`config.mk`:
```
export PLATFORM = sky130hd
export DESIGN_NAME = di_bus_arbiter
export DESIGN_NICKNAME = d
export VERILOG_FILES = /design/src/rtl/di_bus_arbiter.sv
export SDC_FILE = /design/constraint.sdc
export NUM_CORES = 1
export LEC_CHECK = 0
export BUFFER_PORTS_ARGS = -buffer_cell sky130_fd_sc_hd__buf_2
export CORE_MARGIN = 2
export CORE_UTILIZATION = 43
export DETAILED_ROUTE_END_ITERATION = 8
export PLACE_DENSITY = 0.62
export SLEW_MARGIN = 20
export SYNTH_ARGS = -nofsm -noshare
export SYNTH_HDL_FRONTEND = slang
export SYNTH_SLANG_ARGS = --single-unit
```
`constraint.sdc`:
```
create_clock -name clk -period 3.3 [get_ports clk]
set_input_delay 0.33 -clock clk [delete_from_list [all_inputs] [get_ports clk]]
set_output_delay 0.33 -clock clk [all_outputs]
set_load 0.05 [all_outputs]
```
`src/rtl/di_bus_arbiter.sv`:
```
// Round-robin arbiter for the shared 32-bit memory data-in path
// (CPU, DMA, protocol unit) with fixed-length accesses and locked bursts.
//
// Ports:
//   clk     system clock, rising edge
//   reset   synchronous, active-high
//   req     [0] CPU, [1] DMA, [2] protocol; held until ack
//   lock    per-requester request to keep the bus for another access
//   gnt     one-hot grant to current owner, 000 when idle
//   sel_DI  data-in mux select: 00 CPU, 01 DMA, 10 protocol, 11 none
//   mem_we  memory write strobe, one cycle per access
//   ack     one-cycle completion pulse to the owner
//   busy    high whenever the arbiter is not idle
module di_bus_arbiter #(
    parameter int WAIT_CYCLES = 2,
    parameter int MAX_LOCK    = 16,
    parameter int CW          = 5
) (
    input  logic       clk,
    input  logic       reset,
    input  logic [2:0] req,
    input  logic [2:0] lock,
    output logic [2:0] gnt,
    output logic [1:0] sel_DI,
    output logic       mem_we,
    output logic [2:0] ack,
    output logic       busy
);

    typedef enum logic [1:0] {
        IDLE   = 2'd0,
        ACCESS = 2'd1,
        DONE   = 2'd2
    } state_t;

    localparam logic [CW-1:0] WAIT_LAST = CW'(WAIT_CYCLES - 1);
    localparam logic [CW-1:0] LOCK_LAST = CW'(MAX_LOCK - 1);
    localparam logic [1:0]    SEL_NONE  = 2'b11;

    state_t        state_q, state_d;
    logic [CW-1:0] wait_q, wait_d;
    logic [CW-1:0] lock_q, lock_d;
    logic [1:0]    last_q, last_d;
    logic [1:0]    own_d;
    logic [2:0]    gnt_d;
    logic [1:0]    sel_d;
    logic          we_d;
    logic [2:0]    ack_d;
    logic          busy_d;

    // Round-robin pick: search from (last+1) mod 3 upward. The loop runs
    // backwards so the earliest requester in search order is assigned last.
    function automatic logic [1:0] rr_pick(input logic [2:0] r,
                                           input logic [1:0] last);
        logic [1:0] pick;
        pick = 2'd0;
        for (int i = 2; i >= 0; i--) begin
            int k;
            k = (int'(last) + 1 + i) % 3;
            if (r[k]) pick = 2'(k);
        end
        return pick;
    endfunction

    always_comb begin
        state_d = state_q;
        wait_d  = wait_q;
        lock_d  = lock_q;
        last_d  = last_q;
        own_d   = sel_DI;
        unique case (state_q)
            IDLE: begin
                if (|req) begin
                    state_d = ACCESS;
                    own_d   = rr_pick(req, last_q);
                    wait_d  = '0;
                end
            end
            ACCESS: begin
                wait_d = wait_q + CW'(1);
                if (wait_q == WAIT_LAST) state_d = DONE;
            end
            DONE: begin
                // gnt is one-hot on the owner, so this tests lock/req of the owner
                if (|(lock & req & gnt) && lock_q < LOCK_LAST) begin
                    state_d = ACCESS;
                    lock_d  = lock_q + CW'(1);
                    wait_d  = '0;
                end else begin
                    state_d = IDLE;
                    last_d  = sel_DI;
                    lock_d  = '0;
                    wait_d  = '0;
                    own_d   = SEL_NONE;
                end
            end
            default: begin
                state_d = IDLE;
                wait_d  = '0;
                lock_d  = '0;
                own_d   = SEL_NONE;
            end
        endcase

        // Outputs are derived from the next state so they can be registered
        // and still line up with the state they describe.
        busy_d = (state_d != IDLE);
        gnt_d  = busy_d ? (3'b001 << own_d) : 3'b000;
        sel_d  = busy_d ? own_d : SEL_NONE;
        we_d   = (state_d == ACCESS) && (wait_d == WAIT_LAST);
        ack_d  = (state_d == DONE) ? gnt_d : 3'b000;
    end

    always_ff @(posedge clk) begin
        if (reset) begin
            state_q <= IDLE;
            wait_q  <= '0;
            lock_q  <= '0;
            last_q  <= 2'd2;
            gnt     <= 3'b000;
            sel_DI  <= SEL_NONE;
            mem_we  <= 1'b0;
            ack     <= 3'b000;
            busy    <= 1'b0;
        end else begin
            state_q <= state_d;
            wait_q  <= wait_d;
            lock_q  <= lock_d;
            last_q  <= last_d;
            gnt     <= gnt_d;
            sel_DI  <= sel_d;
            mem_we  <= we_d;
            ack     <= ack_d;
            busy    <= busy_d;
        end
    end

endmodule

```
==> results.sh, run 1 <==
export IMPL_drc=0
export IMPL_cts_resized=0
export IMPL_required_ns=3.55
export IMPL_p_int_mw=0.465
export IMPL_start_util_pct=45.0
export IMPL_syn_inst=139
export IMPL_std_cell_rows=19
export IMPL_die_h_um=57.5
export IMPL_worst_path_largest_cell_delay_ns=0.46
export IMPL_nFillCells=260
export IMPL_n_antenna_cell=0
export IMPL_power_leakage_nw=0.579
export IMPL_combPwrFrac_pct=18.3
export IMPL_min_period_ns=2.07
export IMPL_hold_viol_final=0
export IMPL_setup_slack_ns=1.23
export IMPL_critical_path_arrival_ns=2.31
export IMPL_dr_pass1_iters=4
export IMPL_setup_tns_ns=0
export IMPL_synthToLayoutAreaGrowth_pct=13.2
export IMPL_synthesis_nets=154
export IMPL_status="completed"
export IMPL_synth_edf_count=0
export IMPL_antenna_found_initial=0
export IMPL_power_frac_seq_pct=48.9
export IMPL_synth_top_area_share_pct=39.1
export IMPL_wl_per_cell_um=13.5
export IMPL_antenna_left=0
export IMPL_rsz0062_at_grt="false"
export IMPL_fin_crit_sh_pct=62.6
export IMPL_grt_max_degree=16
export IMPL_ys_types=41
export IMPL_via_per_inst=5.64
export IMPL_cts_max_level=1
export IMPL_ios=18
export IMPL_clkTransAtPathRegs_ns=0.13
export IMPL_place_gp_congestion=0.834
export IMPL_core_mm2=0.00273
export IMPL_clock_root_buffer="clkbuf_4"
export IMPL_postSynthAreaPerCell_um2=8.85
export IMPL_end_kind="flop"
export IMPL_cts_tree="yes"
export IMPL_yosys_area_top_type="dfxtp_1"
export IMPL_gr_total_overflow=0
export IMPL_place_ws_ns=1.27
export IMPL_synth_seq_cells=24
export IMPL_hp_class="in2reg"
export IMPL_drive_gt1_share_pct=19.1
export IMPL_p_sw_mw=0.177
export IMPL_synth_warnings=0
export IMPL_crit_type="reg2reg"
export IMPL_power_density_mw_per_mm2=461
export IMPL_async_flop_share_pct=0
export IMPL_drv_slew=0
export IMPL_synthTopCellsByArea="dfxtp_1, ha_1, a21oi_1, nor2_1, nand3_1"
export IMPL_cts_buffers=3
export IMPL_setup_viol=0
export IMPL_clock_fmax_ghz=0.484
export IMPL_clk_latency_ns=0.31
export IMPL_die_area_mm2=0.00330
export IMPL_die_w_um=57.5
export IMPL_drv_cap=0
export IMPL_relSlewSlack_pct=57.0
export IMPL_netlist_area_mm2=0.00123
export IMPL_port_buffers=17
export IMPL_synth_flop_cell="dfxtp_1"
export IMPL_ctsHoldBuffers=0
export IMPL_ys_seq_area_share_pct=39.1
export IMPL_grt_pass1_wl_mm=4.45
export IMPL_worstMarginPinSlew_ns=0.645
export IMPL_cpMaxStageDelayCell="a2111oi_4"
export IMPL_clkPwrFrac_pct=32.8
export IMPL_vias=1060
export IMPL_cts_sinks=24
export IMPL_grt_usage_pct=17.3
export IMPL_post_cts_setup_buffers=0
export IMPL_clock_path_buffers=2
export IMPL_switching_share_pct=27.6
export IMPL_cp_start_kind="flop"
export IMPL_place_hpwl_mm=1.97
export IMPL_crit_chain="inv_1 > ha_1 > nand2b_1 > a21oi_1 > a2111oi_2 > a2111oi_4 > nor3b_1"
export IMPL_post_route_util_pct=50.9
export IMPL_nets=173
export IMPL_peakVddDrop_mv=0.358
export IMPL_finalClockSkew_ns=0.00507
export IMPL_grt_pass1_vias=980
export IMPL_drt_initial_drc_count=51
export IMPL_totalWireLength_mm=2.55
export IMPL_crit_fanout=7
export IMPL_power_mw=0.642
-- layer usage --
layer / vias to the layer above / share of wire, % / track usage (%)
met2: 27 / 47 / 27.4
met4: 0 / 0.90 / 4.98
li1: 531 / - / -
met3: 2 / 4.9 / 4.76
met1: 500 / 47 / 23.2
met5: - / 0 / 0
-- kinds of logic after synthesis --
kind of cell               after synthesis  share of synthesized area, %
AOI/OAI and AO/OA                       34                          21.2
adders and majority gates                8                          7.93
buffers and inverters                   13                          4.17
DFF                                     24                          39.1
muxes                                    2                          1.63
and+or+nand+nor                         58                          26.0
-- cell usage in the layout, fill, tap and decap left out, types with 3 or more instances in the layout --
master	count
dfxtp_1	24
buf_2	17
nor2_1	13
a21oi_1	13
inv_1	8
nand2_1	8
nand3_1	8
o21ai_0	7
ha_1	7
nand2b_1	6
nor3_1	3
clkbuf_4	3
-- synth_stat cells, drive strengths merged, types with 2 or more instances --
cell     number
inv           9
o21ai         8
and3b         2
nor2b         2
nand2         8
buf           2
or3           3
nand3         8
nand2b        6
nor3          4
nor3b         2
nor2         13
mux2i         2
dfxtp        24
nand4         2
o2111ai       2
ha            7
a21oi        13
a211oi        2
and3          2
a2111oi       2
or2           2
-- path summary, 6_finish.rpt --
kind	start	endpoint	slack [ns]	depth (start not counted)
worst max-delay path	last_q[0]$_SDFFE_PP0P_	ack[0]$_SDFF_PP0_	1.23	7
worst min-delay path	reset	lock_q[0]$_SDFFE_PP0N_	0.36	2
worst max register to register	last_q[0]$_SDFFE_PP0P_	ack[0]$_SDFF_PP0_	1.23	7
worst min register to register	lock_q[4]$_SDFFE_PP0N_	lock_q[4]$_SDFFE_PP0N_	0.48	2
-- sequential cells by signal, indices dropped and copies added (netlist names) --
register and cells:
mem_we 1, wait_q 5, sel_DI 2, lock_q 5
state_q 2, last_q 2, busy 1, gnt 3
ack 3
-- final cells by class --
class                   count  area (µm²)  area share, %
clock buffers               3        22.5           1.62
clock inverters             1        30.0           2.16
inverters                  10        37.5           2.70
multi-input cells         102         698           50.1
flip-flops and latches     24         480           34.5
well taps                  31        38.8           2.79
repair buffers             17        85.1           6.11
-- through the flow --
step / std cells / area, µm² / hold WS, ns
floorplan: 139 / 1230 / 0.402
global placement: 184 / 1340 / 0.441
detailed placement: 184 / 1340 / 0.469
CTS: 188 / 1390 / 0.349
global route: 188 / 1390 / 0.356
finish: 188 / 1390 / 0.356
-- critical path, delay by kind of cell (launching register included) --
kind                     cells  cell delay, ns
AO/OA/AOI/OAI                3            0.73
adder cells (fa/ha/maj)      1            0.37
buffers and inverters        1            0.08
flip-flops                   1            0.40
AND/OR/NAND/NOR              2            0.42
-- power by group through the flow --
stage / combinational, mW / clock [mW] / sequential [mW]
CTS: 0.118 / 0.220 / 0.314
detailed placement: 0.118 / 0 / 0.320
global placement: 0.116 / 0 / 0.320
global route: 0.128 / 0.228 / 0.316
finish: 0.117 / 0.211 / 0.314
floorplan: 0.0600 / 0 / 0.348
Note: power is estimated with default switching activity, not from simulation.
==> run 2: changes to the inputs <==
PLACE_DENSITY = 0.64   (was 0.62)
clock period = 1.9 ns   (was 3.3 ns; I/O delays follow)
==> results.sh, run 2 (same netlist as run 1, synthesis figures left out) <==
export IMPL_synthToLayoutAreaGrowth_pct=16.6
export IMPL_cp_start_kind="flop"
export IMPL_finalClockSkew_ns=0.00573
export IMPL_clock_fmax_ghz=0.556
export IMPL_gr_total_overflow=0
export IMPL_cts_max_level=1
export IMPL_setup_viol=0
export IMPL_place_ws_ns=-0.0668
export IMPL_power_density_mw_per_mm2=714
export IMPL_grt_max_degree=16
export IMPL_die_h_um=57.5
export IMPL_clock_root_buffer="clkbuf_4"
export IMPL_top_regs="lock_q: 5 flops, wait_q: 5 flops"
export IMPL_critical_path_arrival_ns=2.02
export IMPL_end_kind="flop"
export IMPL_clock_path_buffers=2
export IMPL_start_util_pct=45.0
export IMPL_design_area_mm2=0.00143
export IMPL_status="completed"
export IMPL_cts_sinks=24
export IMPL_min_period_ns=1.80
export IMPL_core_mm2=0.00273
export IMPL_power_leakage_nw=0.587
export IMPL_grt_pass1_wl_mm=4.35
export IMPL_port_buffers=17
export IMPL_relSlewSlack_pct=69.9
export IMPL_antenna_left=0
export IMPL_via_per_inst=5.45
export IMPL_wl_per_cell_um=13.2
export IMPL_nets=175
export IMPL_grt_usage_pct=16.6
export IMPL_drt_initial_drc_count=27
export IMPL_std_cell_rows=19
export IMPL_drive_gt1_share_pct=23.9
export IMPL_dpl_instance_area_mm2=0.00136
export IMPL_grt_pass1_vias=980
export IMPL_drv_slew=0
export IMPL_cts_buffers=3
export IMPL_hp_class="in2reg"
export IMPL_clk_latency_ns=0.31
export IMPL_crit_type="reg2reg"
export IMPL_hold_viol_final=0
export IMPL_die_area_mm2=0.00330
export IMPL_drc=0
export IMPL_place_gp_congestion=0.871
export IMPL_n_antenna_cell=0
export IMPL_peakVddDrop_mv=0.530
export IMPL_vias=1035
export IMPL_required_ns=2.12
export IMPL_totalWireLength_mm=2.51
export IMPL_place_hpwl_mm=1.88
export IMPL_power_mw=1.02
export IMPL_final_cell_mix="dfxtp_1, buf_2, nor2_1, a21oi_1"
export IMPL_clkTransAtPathRegs_ns=0.13
export IMPL_layout_cells_non_filler=190
export IMPL_dr_pass1_iters=4
export IMPL_placed_cells=186
export IMPL_fin_crit_sh_pct=94.7
export IMPL_final_common_cell="dfxtp_1"
export IMPL_setup_slack_ns=0.101
export IMPL_worstMarginPinSlew_ns=0.450
export IMPL_drv_cap=0
export IMPL_ctsHoldBuffers=0
export IMPL_ios=18
export IMPL_crit_fanout=7
export IMPL_die_w_um=57.5
export IMPL_cts_tree="yes"
export IMPL_antenna_found_initial=0
export IMPL_post_cts_setup_buffers=0
## run 2: cell count changes in the layout (fill, tap and decap cells not counted), sizes merged
cell / before / now
clkbuf: 3 / 4
buf: 17 / 19
bufinv: 1 / 0
## run 2: timing repair
item	in CTS	in global routing
gates cloned	0	0
resized for setup	1	6
endpoints found under the setup margin	6	7
pin swaps	2	3
## run 2: cell type report
| class | instances | area, µm² |
|---|---|---|
| well taps | 31 | 38.8 |
| flip-flops and latches | 24 | 482 |
| repair buffers | 19 | 100 |
| multi-input cells | 102 | 739 |
| clock buffers | 4 | 36.3 |
| inverters | 10 | 37.5 |
| fillers | 262 | 1300 |
## run 2: final timing paths
| kind | end | start | slack (ns) | depth (start not counted) |
|---|---|---|---|---|
| hold / removal | lock_q[0]$_SDFFE_PP0N_ | reset | 0.22 | 2 |
| setup reg to reg | gnt[0]$_SDFF_PP0_ | last_q[0]$_SDFFE_PP0P_ | 0.10 | 7 |
| hold reg to reg | lock_q[4]$_SDFFE_PP0N_ | lock_q[4]$_SDFFE_PP0N_ | 0.48 | 2 |
| setup / recovery | gnt[0]$_SDFF_PP0_ | last_q[0]$_SDFFE_PP0P_ | 0.10 | 7 |
## run 2: critical path, cell delays in order, from the launching register on
cell and delay, ns:
dfxtp_2 0.35, inv_1 0.07, ha_4 0.30, nand2b_4 0.13, a32o_2 0.19, o2111ai_4 0.11, a221oi_4 0.34, and3b_1 0.22
## run 2: layer usage
layer | global-route usage (%) | routed length [µm] | vias to the layer above
met2 | 25.6 | 1160 | 15
met4 | 5.65 | 15 | 0
met1 | 23.0 | 1280 | 481
met5 | 0 | 0 | -
li1 | - | - | 537
met3 | 3.63 | 66 | 2
## run 2: stage by stage
step | hold WS (ns) | TNS [ns] | utilization (%)
after CTS | 0.207 | 0 | 51.4
after detailed placement | 0.464 | -0.159 | 49.6
after global placement | 0.443 | 0 | 49.6
final | 0.220 | 0 | 52.4
after floorplan | 0.262 | 0 | -
after global routing | 0.220 | -0.00257 | 52.4
## run 2: where the power goes
group,internal (mW),switching [mW]
Sequential,0.525,0.0192
Combinational,0.0754,0.137
Clock,0.117,0.151
Total,0.717,0.307
